$ cat src/rtl/summation_pkg.sv
// Shared constants for the parameterised summation engine.
// FSM encodings and term-mode selectors.
package summation_pkg;

  localparam logic [1:0] IDLE  = 2'd0;
  localparam logic [1:0] LOOP  = 2'd1;
  localparam logic [1:0] DONE  = 2'd2;
  localparam logic [1:0] SPARE = 2'd3;

  localparam logic MODE_LIN = 1'b0;
  localparam logic MODE_SQR = 1'b1;

endpackage

$ cat src/rtl/summation_term.sv
// Term generator plus saturating accumulate step.
// Purely combinational; sat flags any result above WIDTH bits.
module summation_term
  import summation_pkg::*;
#(
  parameter int WIDTH = 16,
  parameter int NW    = 8
) (
  input  logic [NW-1:0]    i,
  input  logic             mode,
  input  logic [WIDTH-1:0] acc,
  output logic [WIDTH-1:0] next_acc,
  output logic             sat
);

  localparam int PW = 2 * NW;
  localparam int XW = ((PW > WIDTH) ? PW : WIDTH) + 1;

  logic [PW-1:0] ie;
  logic [PW-1:0] sq;
  logic [PW-1:0] term;
  logic [XW-1:0] tot;
  logic [XW-1:0] lim;

  // Build the term and add it with headroom so any overflow is visible
  always_comb begin
    ie   = PW'(i);
    sq   = ie * ie;
    term = ie;
    unique case (mode)
      MODE_LIN: term = ie;
      MODE_SQR: term = sq;
    endcase
    tot      = XW'(acc) + XW'(term);
    lim      = XW'({WIDTH{1'b1}});
    sat      = (tot > lim);
    next_acc = sat ? {WIDTH{1'b1}} : tot[WIDTH-1:0];
  end

endmodule

$ cat src/rtl/param_summation.sv
// Sequential sum of i or i*i over i = 1..n.
// One accumulator, one counter, fixed n+1 cycle latency.
module param_summation
  import summation_pkg::*;
#(
  parameter int WIDTH = 16,
  parameter int NW    = 8
) (
  input  logic             clk,
  input  logic             reset,
  input  logic             start,
  input  logic             mode,
  input  logic [NW-1:0]    n,
  output logic [WIDTH-1:0] sum,
  output logic             busy,
  output logic             done,
  output logic             overflow
);

  logic [1:0]       state;
  logic [1:0]       state_nx;
  logic [NW-1:0]    i;
  logic [NW-1:0]    n_reg;
  logic             mode_reg;
  logic [WIDTH-1:0] acc;
  logic [WIDTH-1:0] next_acc;
  logic             sat;
  logic             ovf;

  summation_term #(
    .WIDTH (WIDTH),
    .NW    (NW)
  ) u_term (
    .i        (i),
    .mode     (mode_reg),
    .acc      (acc),
    .next_acc (next_acc),
    .sat      (sat)
  );

  // Next-state decode; the spare code falls back to IDLE
  always_comb begin
    state_nx = IDLE;
    unique case (state)
      IDLE: begin
        state_nx = IDLE;
        if (start) state_nx = (n == '0) ? DONE : LOOP;
      end
      LOOP:    state_nx = (i == n_reg) ? DONE : LOOP;
      DONE:    state_nx = IDLE;
      default: state_nx = IDLE;
    endcase
  end

  // State, operand capture, accumulator and counter
  always_ff @(posedge clk or negedge reset) begin
    if (!reset) begin
      state    <= IDLE;
      i        <= '0;
      n_reg    <= '0;
      mode_reg <= MODE_LIN;
      acc      <= '0;
      ovf      <= 1'b0;
    end else begin
      state <= state_nx;
      unique case (state)
        IDLE: begin
          if (start) begin
            n_reg    <= n;
            mode_reg <= mode;
            i        <= NW'(1);
            acc      <= '0;
            ovf      <= 1'b0;
          end
        end
        LOOP: begin
          acc <= next_acc;
          i   <= i + 1'b1;
          if (sat) ovf <= 1'b1;
        end
        default: ;
      endcase
    end
  end

  assign sum      = acc;
  assign busy     = (state == LOOP);
  assign done     = (state == DONE);
  assign overflow = ovf;

endmodule

$ cat config.mk
export PLATFORM = sky130hd
export DESIGN_NAME = param_summation
export DESIGN_NICKNAME = d
export VERILOG_FILES = /design/src/rtl/summation_pkg.sv /design/src/rtl/summation_term.sv /design/src/rtl/param_summation.sv
export SDC_FILE = /design/constraint.sdc
export NUM_CORES = 1
export LEC_CHECK = 0
export BUFFER_PORTS_ARGS = -buffer_cell sky130_fd_sc_hd__buf_4
export CORE_ASPECT_RATIO = 0.8
export CORE_MARGIN = 2
export CORE_UTILIZATION = 60
export DETAILED_ROUTE_END_ITERATION = 7
export GPL_TIMING_DRIVEN = 0
export PLACE_DENSITY = 0.87
export SYNTH_ARGS = -nofsm -noshare
export SYNTH_HDL_FRONTEND = slang
export SYNTH_SLANG_ARGS = --single-unit
export TNS_END_PERCENT = 20
$ cat constraint.sdc
create_clock -name clk -period 12.2 [get_ports clk]
set_input_delay 1.83 -clock clk [delete_from_list [all_inputs] [get_ports clk]]
set_output_delay 1.83 -clock clk [all_outputs]
set_load 0.01 [all_outputs]
; Word level (Yosys, flattened, before mapping)
; Cells that the tools add are included.
[op_classes]
order_cmp = 1
eq_ne = 5
n_mul = 1
addsub = 2
bitwise_logic = 1
reduce_logical = 6
mux = 13
[op_table]
columns = cell, n
row1 = $pmux W16 S2, 2
row2 = $mux W16, 2
row3 = $add A16 B16 Y17, 1
row4 = $gt A17 B16 Y1 const B, 1
row5 = $mul A8 B8 Y16, 1
row6 = $pmux W8 S2, 1
row7 = $add A8 B1 Y8 const B, 1
row8 = $eq A8 B8 Y1, 1
row9 = $logic_not A8 Y1, 1
row10 = $mux W8, 1
row11 = $mux W2, 3
row12 = $pmux W2 S2, 1
row13 = $reduce_and A2 Y1, 2
row14 = $reduce_and A3 Y1, 1
row15 = $eq A2 B1 Y1 const B, 1
row16 = $eq A2 B2 Y1 const B, 1
row17 = $logic_not A2 Y1, 1
row18 = $mux W1, 2
row19 = $ne A2 B1 Y1 const B, 1
row20 = $ne A2 B2 Y1 const B, 1
row21 = $pmux W1 S2, 1
row22 = $reduce_bool A2 Y1, 1
row23 = $not A1 Y1, 1
[word_totals]
register_bits = 36
inputBits = 12
out_inout_bits = 19
word_cells = 35

; Depth between registers and ports, before layout
; Gate-level depths: netlist (run 1).
[depth]
depth_word = 6
ltp_mapped = 27
ltp_nobuf = 24

; By module
; From an unflattened synthesis (run 1), not the netlist that was laid out.
[hier_totals]
cells_unflattened = 472
area_unflattened_um2 = 4083.9
[modules_own_cells]
columns = module, n_inst, area_each_um2, cells_each
row1 = summation_term, 1, 2577.5, 336
row2 = param_summation, 1, 1506.4, 136

; Worst setup path before layout (run 1)
; No wires, ideal clock.
[synth_path]
path_type = reg2reg
start = reg i[5]
end = reg acc[15], in the netlist sum[15]
path_stages_with_launch = 25
arrival_ns = 5.526
path_buffers = 3
path_slack_ns = 6.547
setup_ns = 0.127
cell_sequence = dfrtp_1 clkbuf_1 inv_1 nor2_1 fa_1 fa_1 inv_1 fa_1 fa_1 inv_1 ha_1 o21ai_0 nand2b_1 a21boi_0 a31oi_1 o21ai_0 mux2i_1 ha_1 buf_8 a21o_1 a211oi_1 o21ai_1 buf_2 a22oi_1 nand3b_1
[synth_between]
elab_chain_len = 6
[synth_rtl]
columns = item, line
row1 = "start, declared", param_summation.sv:22  ; logic [NW-1:0] i;
row2 = "start signal, assigned", param_summation.sv:78  ; i <= i + 1'b1;
row3 = $mul A8 B8 Y16, summation_term.sv:28  ; sq = ie * ie;
row4 = $pmux W16 S2 *, summation_term.sv:30  ; unique case (mode)
row5 = $add A16 B16 Y17 *, summation_term.sv:34  ; tot = XW'(acc) + XW'(term);
row6 = $gt A17 B16 Y1, summation_term.sv:36  ; sat = (tot > lim);
row7 = $mux W16 *, summation_term.sv:37  ; next_acc = sat ? {WIDTH{1'b1}} : tot[WIDTH-1:0];
row8 = $pmux W16 S2 *, param_summation.sv:66  ; unique case (state)
row9 = "end signal, assigned", param_summation.sv:77  ; acc <= next_acc;
row10 = "end, declared", param_summation.sv:25  ; logic [WIDTH-1:0] acc;
; Mark *: on every way between the ends. The rest lies on a longest branch, timed or not.
; A chain may end at the register's enable or synchronous reset.

; Final worst setup path (run 1)
[layout_path]
start = reg i[5]
end = reg acc[6], in the netlist sum[6]
; Same word-level chain as after synthesis.

==> results of run 1 <==
-- power breakdown --
group / switching (mW) / internal [mW] / leakage (nW) / total [mW]
logic: 0.399 / 0.297 / 1.72 / 0.696
clock network: 0.0499 / 0.0605 / 0.0541 / 0.110
registers: 0.0439 / 0.171 / 0.455 / 0.215
-- worst min-delay path, cell delays in order, from the launching register on --
cell,delay (ns)
dfrtp_1,0.38
nand2_1,0.06
nand2_1,0.05
-- path summary, 6_finish.rpt --
path                       slack, ns                from                  to
setup / recovery                5.41    i[5]$_DFFE_PN0P_  sum[6]$_DFFE_PN0P_
hold / removal                  0.51  sum[0]$_DFFE_PN0P_  sum[0]$_DFFE_PN0P_
setup reg to reg                5.41    i[5]$_DFFE_PN0P_  sum[6]$_DFFE_PN0P_
hold reg to reg                 0.51  sum[0]$_DFFE_PN0P_  sum[0]$_DFFE_PN0P_
max in group asynchronous      10.37               reset    i[3]$_DFFE_PN0P_
min in group asynchronous       1.48               reset  sum[4]$_DFFE_PN0P_
-- layout make-up --
cell class / instances / area share [%]
buffer: 21 / 2.58
clock buffer: 5 / 1.51
clock inverter: 3 / 0.932
inverter: 45 / 3.70
multi-input combinational: 380 / 64.3
sequential: 36 / 19.7
tap: 84 / 2.30
timing repair buffer: 30 / 4.93
-- placed cells by master, fill, tap and decap left out, types with 5 or more instances in the layout --
cell type,count
nand2_1,57
ha_1,47
inv_1,45
o21ai_0,40
dfrtp_1,36
a21oi_1,30
buf_4,30
xnor2_1,25
fa_1,25
nor2_1,23
and2_1,22
mux2_2,12
clkbuf_1,11
nand3_1,10
nor3_1,7
clkbuf_8,7
a21o_1,6
buf_2,6
nand4_1,6
nand2b_1,5
mux2i_1,5
o21bai_1,5
-- metal layers --
layer / vias up / global-route usage (%) / share of wire [%]
li1: 1715 / - / -
met1: 1761 / 38.6 / 43
met2: 153 / 45.6 / 47
met3: 19 / 4.19 / 7.8
met4: 0 / 9.30 / 1.7
met5: - / 0 / 0
-- per-stage QoR --
step	total power [mW]	hold WS (ns)	setup slack (ns)	instance area, um2
floorplan	0.719	0.502	6.55	4120
global placement	0.861	0.490	5.79	4450
detailed placement	0.899	0.504	5.57	4450
CTS	1.02	0.522	5.51	4560
global route	1.12	0.542	4.95	4560
finish	1.02	0.513	5.41	4560
-- kinds of logic (layout without fill, tap and decap cells) --
logic type	after synthesis	in the layout
muxes	17	17
xor gates and xnor gates	27	27
adders and majority gates	72	72
AOI/OAI and AO/OA	112	112
and+or+nand+nor	150	150
buffers and inverters	66	104
DFF	36	36
other	1	2
==> flow_summary.json, run 1 <==
{
  "status": "completed",
  "p_per_area_mw_per_mm2": 224,
  "drt_pass1_iterations": 5,
  "final.period_utilization_pct": 55.7,
  "period_needed_ns": 6.79,
  "reg2reg_depth": 24,
  "worst-path-stages": 24,
  "placed_cells": 596,
  "netlist_area_mm2": 0.00412,
  "synth-simple-area-share_pct": 17.7,
  "max_cap_viol_count": 0,
  "vias": 3648,
  "synth_cell_type_count": 56,
  "io_buffers": 30,
  "multi_input_area_mm2": 0.00294,
  "clock_path_buffers": 2,
  "core-area_mm2": 0.00651,
  "ant_nets": 0,
  "critPathArrivalTime_ns": 6.99,
  "diodes": 0,
  "post-dp-hpwl_um": 7680,
  "register_area_um2": 901,
  "cp_cell_sequence": "clkbuf_1 -> inv_1 -> nor2_1 -> fa_1 -> fa_1 -> inv_1 -> fa_1 -> fa_1 -> inv_1 -> ha_1 -> o21ai_0 -> nand2b_1 -> a21boi_0 -> a31oi_1 -> o21ai_0 -> mux2i_1 -> ha_1 -> buf_8 -> a21o_1 -> a211oi_1 -> o21ai_1 -> buf_2 -> o21ai_0 -> nand2_1",
  "postCtsResizedCells": 0,
  "largest_register_ff_count": 16,
  "async_reset_ff_share_pct": 100,
  "die_h_um": 78.1,
  "cts_tree": "done",
  "fmax_mhz": 147,
  "synth_edf_count": 0,
  "synth_adder_area_share_pct": 26.4,
  "grt_max_degree": 37,
  "drive_gt1_share_pct": 14.0,
  "muxShareOfSynthArea_pct": 4.50,
  "cts_buffers": 5,
  "synth_compound_area_share_pct": 16.7,
  "cp_slowest_cell": "fa_1",
  "grt_pass1_wl_um": 17100,
  "dieArea_mm2": 0.00755,
  "p_leak_nw": 2.23,
  "yosysTopAreaCell": "dfrtp_1",
  "die_w_um": 96.6,
  "yosysSeqAreaShare_pct": 21.9,
  "wl_per_cell_um": 16.7,
  "fp-row-count": 26,
  "layout.nets": 603,
  "fin_cells": 604,
  "ys_ff_latch": 36,
  "yosys-top-cells-count": "nand2_1, ha_1, inv_1",
  "cts.sinks": 36,
  "synthTopCellsByArea": "dfrtp_1, ha_1, fa_1",
  "path_clk_slew_ns": 0.08,
  "holdBufCountCts": 0,
  "ios": 31,
  "postSynthCellCount": 481,
  "cp_common_cell": "fa_1",
  "path_class": "reg -> reg",
  "synth_most_common_cell": "nand2_1",
  "fin_setup_tns_ns": 0,
  "finalHoldViolCount": 0,
  "relSlewSlack_pct": 58.7,
  "post-route-drc-count": 0,
  "routed_wl_um": 10100,
  "drt_iter0_markers": 211,
  "avgSynthCellArea_um2": 8.56,
  "hp-class": "reg -> reg",
  "critPathTopFamily": "adder cells",
  "ir_drop_uv": 115,
  "grtUsageTotal_pct": 28.0,
  "netlist.area_leader.share_pct": 21.9,
  "tightest_slew_ns": 0.619,
  "fin_skew_ns": 0.00622,
  "hold_depth": 2,
  "slowest_delay_ns": 0.54,
  "ys.flop_type": "dfrtp_1",
  "setup_viol": 0,
  "post_cts_buffers": 0,
  "cts_max_level": 2,
  "yosys_warnings": 0,
  "worstSetupEndpointType": "flip-flop",
  "antenna_found_initial": 0,
  "final_util_pct": 70.2,
  "vias_per_cell": 6.04,
  "grt-ovfl-total": 0,
  "crit_buf_inv": 6,
  "cp_data_required_time_ns": 12.39,
  "grt_pass1_vias": 3558,
  "clock_latency_ns": 0.30,
  "synth_xor_area_share_pct": 5.74,
  "fillers": 515,
  "startpoint_type": "flip-flop",
  "path_max_fanout": 10,
  "gp_congestion": 0.924,
  "rsz0062_at_grt": "no",
  "cts_root_buffer": "clkbuf_8",
  "synth_top_family_by_area": "adder cells",
  "syn2layout_area_growth_pct": 10.8,
  "start_util_pct": 63.3,
  "drv_slew": 0
}
(Power assumes the default switching activity.)
==> run 2, diff against run 1 <==
Clock period 12.2 ns to 6.99 ns, I/O delays scaled along.
==> flow_summary.json, run 2 (synthesized netlist as in run 1, its figures left out) <==
{
  "status": "completed",
  "cp_data_required_time_ns": 7.18,
  "largest_register_ff_count": 16,
  "drt_pass1_iterations": 5,
  "path_max_fanout": 10,
  "dieArea_mm2": 0.00755,
  "place_ws_ns": 0.365,
  "clock_latency_ns": 0.30,
  "post_cts_buffers": 0,
  "drv_slew": 0,
  "startpoint_type": "flip-flop",
  "fmax_mhz": 152,
  "hold_end": "sum[0]$_DFFE_PN0P_",
  "final_common_cell": "nand2_1",
  "cts_tree": "done",
  "setup_ws_ns": 0.428,
  "cts_root_buffer": "clkbuf_8",
  "cts.sinks": 36,
  "min_from": "sum[0]$_DFFE_PN0P_",
  "drive_gt1_share_pct": 14.5,
  "rr_startpoint": "i[0]$_DFFE_PN0P_",
  "gp_congestion": 0.924,
  "holdBufCountCts": 0,
  "post-dp-hpwl_um": 7680,
  "layout.nets": 601,
  "fp-row-count": 26,
  "vias_per_cell": 6.04,
  "cts_buffers": 5,
  "fin_setup_tns_ns": 0,
  "routed_wl_um": 10000,
  "critPathArrivalTime_ns": 6.76,
  "period_needed_ns": 6.56,
  "grt_pass1_wl_um": 17100,
  "drt_iter0_markers": 189,
  "syn2layout_area_growth_pct": 10.7,
  "antenna_found_initial": 0,
  "relSlewSlack_pct": 58.8,
  "cts_max_level": 2,
  "reg2reg_depth": 24,
  "io_buffers": 30,
  "clock_path_buffers": 2,
  "grt-ovfl-total": 0,
  "grt_pass1_vias": 3558,
  "mostFrequentLayoutCells": "nand2_1, ha_1, inv_1",
  "vias": 3639,
  "core-area_mm2": 0.00651,
  "hold_depth": 2,
  "p_leak_nw": 2.23,
  "path_class": "reg -> reg",
  "grt_max_degree": 37,
  "post-route-drc-count": 0,
  "rsz0062_at_grt": "no",
  "wl_per_cell_um": 16.7,
  "start_util_pct": 63.3,
  "r2r_end": "sum[6]$_DFFE_PN0P_",
  "diodes": 0,
  "p_per_area_mw_per_mm2": 391,
  "ant_nets": 0,
  "hp-class": "reg -> reg",
  "die_w_um": 96.6,
  "fin_skew_ns": 0.00555,
  "setup_viol": 0,
  "max_cap_viol_count": 0,
  "tightest_slew_ns": 0.617,
  "grtUsageTotal_pct": 28.0,
  "finalHoldViolCount": 0,
  "die_h_um": 78.1,
  "worstSetupEndpointType": "flip-flop",
  "path_clk_slew_ns": 0.08,
  "ir_drop_uv": 200,
  "final.period_utilization_pct": 93.9,
  "ios": 31,
  "ff2ff_setup_slack_ns": 0.43
}
==> run 2: changes by cell type in the layout (fill, tap and decap cells not counted), sizes merged <==
cell | previous run | this run
clkbuf | 18 | 16
==> run 2: critical path, cell delays in order, from the launching register on <==
cell      delay [ns]
dfrtp_1         0.38
clkbuf_1        0.45
and2_1          0.27
ha_1            0.29
a31o_2          0.27
fa_1            0.50
inv_1           0.06
fa_1            0.50
fa_1            0.54
inv_1           0.04
ha_1            0.32
o21ai_0         0.10
nand2b_1        0.13
a21boi_0        0.40
a31oi_1         0.16
o21ai_0         0.25
mux2i_1         0.31
ha_1            0.30
buf_8           0.14
a21o_1          0.16
a211oi_1        0.25
o21ai_1         0.11
buf_2           0.21
o21ai_0         0.22
nand2_1         0.08
==> run 2: stage by stage <==
step	cell area (um2)	utilization (%)	power, mW	hold WS, ns	std cells
floorplan	4120	-	1.26	0.502	482
detailed placement	4450	68.4	1.57	0.504	596
CTS	4560	70.2	1.77	0.522	604
global placement	4450	68.4	1.50	0.490	596
global route	4560	70.1	1.95	0.542	602
finish	4560	70.1	1.78	0.513	602
==> run 2: worst max-delay path by stage <==
stage,from,end,slack (ns)
floorplan,i[5]$_DFFE_PN0P_,sum[15]$_DFFE_PN0P_,1.34
global placement,i[5]$_DFFE_PN0P_,sum[15]$_DFFE_PN0P_,0.58
detailed placement,i[5]$_DFFE_PN0P_,sum[15]$_DFFE_PN0P_,0.36
CTS,i[5]$_DFFE_PN0P_,sum[15]$_DFFE_PN0P_,0.30
global route,i[1]$_DFFE_PN0P_,sum[15]$_DFFE_PN0P_,0.01
finish,i[0]$_DFFE_PN0P_,sum[6]$_DFFE_PN0P_,0.43
==> run 2: repair_timing <==
item,CTS,global route
hold endpoints to repair,0,0
gates resized for setup,0,3
setup endpoints to repair,0,16
==> run 2: layer usage <==
layer	part of all wire (%)	wire length, um	global-route usage [%]	vias up
li1	-	-	-	1705
met1	44	4440	38.6	1757
met2	47	4750	45.6	153
met3	6.7	670	4.19	24
met4	1.8	185	9.30	0
met5	0	0	0	-
==> run 2: report_power, final <==
part	switching [mW]	total, mW	internal, mW
registers	0.0789	0.377	0.298
logic	0.693	1.21	0.518
clock network	0.0867	0.192	0.106
total	0.858	1.78	0.922
==> run 2: layout make-up <==
cell class / count / area (um2)
timing repair buffer: 30 / 225
clock buffer: 5 / 68.8
fill: 517 / 1950
multi-input combinational: 380 / 2940
sequential: 36 / 902
buffer: 19 / 111
tap: 84 / 105
clock inverter: 3 / 42.5
inverter: 45 / 169
==> run 3, diff against run 2 <==
Settings changed: CTS_BUF_LIST set to sky130_fd_sc_hd__clkbuf_16.
Clock period 6.99 ns to 6.1 ns, I/O delays scaled along.
==> flow_summary.json, run 3 (synthesized netlist as in run 1, its figures left out) <==
{
  "cp_data_required_time_ns": 6.27,
  "relSlewSlack_pct": 58.4,
  "fmax_mhz": 171,
  "fp-row-count": 26,
  "min_from": "sum[0]$_DFFE_PN0P_",
  "final_common_cell": "nand2_1",
  "grt_pass1_wl_um": 17100,
  "p_leak_nw": 2.36,
  "post-route-drc-count": 0,
  "clock_path_buffers": 2,
  "vias": 3726,
  "dieArea_mm2": 0.00755,
  "critPathArrivalTime_ns": 6.03,
  "post-dp-hpwl_um": 7680,
  "startpoint_type": "flip-flop",
  "ios": 31,
  "cts_max_level": 2,
  "die_w_um": 96.6,
  "slowest_delay_ns": 0.55,
  "grt-ovfl-total": 0,
  "ir_drop_uv": 252,
  "layout.nets": 621,
  "ant_nets": 0,
  "grt_max_degree": 37,
  "vias_per_cell": 5.99,
  "antenna_found_initial": 0,
  "die_h_um": 78.1,
  "holdBufCountCts": 0,
  "cp_slowest_cell": "fa_1",
  "hold_depth": 2,
  "cts_tree": "done",
  "placed_cells": 596,
  "path_clk_slew_ns": 0.06,
  "clock_latency_ns": 0.29,
  "setup_ws_ns": 0.244,
  "tightest_slew_ns": 0.625,
  "mostFrequentLayoutCells": "nand2_1, buf_4, ha_1",
  "routed_wl_um": 10700,
  "drv_slew": 0,
  "cp_cell_sequence": "buf_4 -> nand2_1 -> fa_1 -> inv_1 -> fa_1 -> fa_1 -> inv_1 -> fa_1 -> inv_1 -> ha_4 -> a21oi_2 -> o211ai_1 -> a31oi_1 -> o21ai_1 -> mux2i_1 -> ha_1 -> buf_8 -> a21o_1 -> a211oi_2 -> o21ai_1 -> buf_4 -> o21ai_0 -> nand2_1",
  "finalHoldViolCount": 0,
  "syn2layout_area_growth_pct": 18.4,
  "drt_pass1_iterations": 5,
  "fin_cells": 622,
  "setup_viol": 0,
  "period_needed_ns": 5.86,
  "max_cap_viol_count": 0,
  "drt_iter0_markers": 169,
  "largest_register_ff_count": 16,
  "dpl_cell_area_mm2": 0.00445,
  "diodes": 0,
  "start_util_pct": 63.3,
  "wl_per_cell_um": 17.3,
  "rr_startpoint": "i[3]$_DFFE_PN0P_",
  "hp-class": "reg -> reg",
  "path_class": "reg -> reg",
  "worstSetupEndpointType": "flip-flop",
  "cts_buffers": 5,
  "cts.sinks": 36,
  "final.period_utilization_pct": 96.0,
  "place_ws_ns": -0.525,
  "drive_gt1_share_pct": 21.2,
  "gp_congestion": 0.924,
  "final_area_mm2": 0.00488,
  "cts_root_buffer": "clkbuf_16",
  "io_buffers": 30,
  "cp_common_cell": "fa_1",
  "startpoint": "i[3]$_DFFE_PN0P_",
  "grt_pass1_vias": 3509,
  "p_per_area_mw_per_mm2": 454,
  "fin_skew_ns": 0.00416,
  "grtUsageTotal_pct": 28.3,
  "path_max_fanout": 10,
  "core-area_mm2": 0.00651,
  "status": "completed",
  "reg2reg_depth": 23
}
[run 3: cell types whose count changed in the layout (fill, tap and decap cells not counted), sizes merged]
cell,delta
clkbuf,-4
dlymetal6s2s,+1
clkinvlp,+2
buf,+23
inv,-2
[run 3: worst paths after layout]
path,endpoint,slack [ns]
setup / recovery,sum[2]$_DFFE_PN0P_,0.24
hold / removal,sum[0]$_DFFE_PN0P_,0.51
setup reg to reg,sum[2]$_DFFE_PN0P_,0.24
hold reg to reg,sum[0]$_DFFE_PN0P_,0.51
max in group asynchronous,i[5]$_DFFE_PN0P_,5.14
min in group asynchronous,sum[4]$_DFFE_PN0P_,0.59
[run 3: what timing repair did]
item,CTS,global route
resized for setup,9,22
endpoints found under the setup margin,17,16
pin swaps,0,2
gates cloned,0,0
setup buffers,2,21
[run 3: layout make-up]
class | instances | area, um2
buffer | 16 | 109
clock buffer | 5 | 125
clock inverter | 3 | 42.5
fill | 470 | 1630
inverter | 45 | 176
multi-input combinational | 380 | 3010
sequential | 36 | 910
tap | 84 | 105
timing repair buffer | 53 | 403
[run 3: critical path, delay by kind of cell (launching register included)]
family	cells	cell delay, ns
AO/OA/AOI/OAI	8	1.58
flip-flops	1	0.46
buffers and inverters	6	0.70
multiplexers	1	0.24
adder cells (fa/ha/maj)	6	2.62
AND/OR/NAND/NOR	2	0.14
[run 3: per-stage QoR]
step	power (mW)	utilization (%)	setup TNS, ns	hold slack [ns]
after floorplan	1.44	-	0	0.502
final	2.21	75.0	0	0.508
after CTS	2.13	71.2	0	0.517
after detailed placement	1.80	68.4	-7.41	0.504
after global placement	1.72	68.4	-4.21	0.490
after global routing	2.40	75.0	-0.0680	0.537
[run 3: report_power, final]
part	total, mW	internal (mW)	switching, mW
clock network	0.299	0.192	0.107
logic	1.48	0.657	0.818
registers	0.440	0.345	0.0950
[run 3: metal layers]
metal  track usage [%]  share of wire [%]
met1              38.7                 42
met2              45.9                 49
met3              4.36                7.6
met4              10.1                2.2
met5                 0                  0
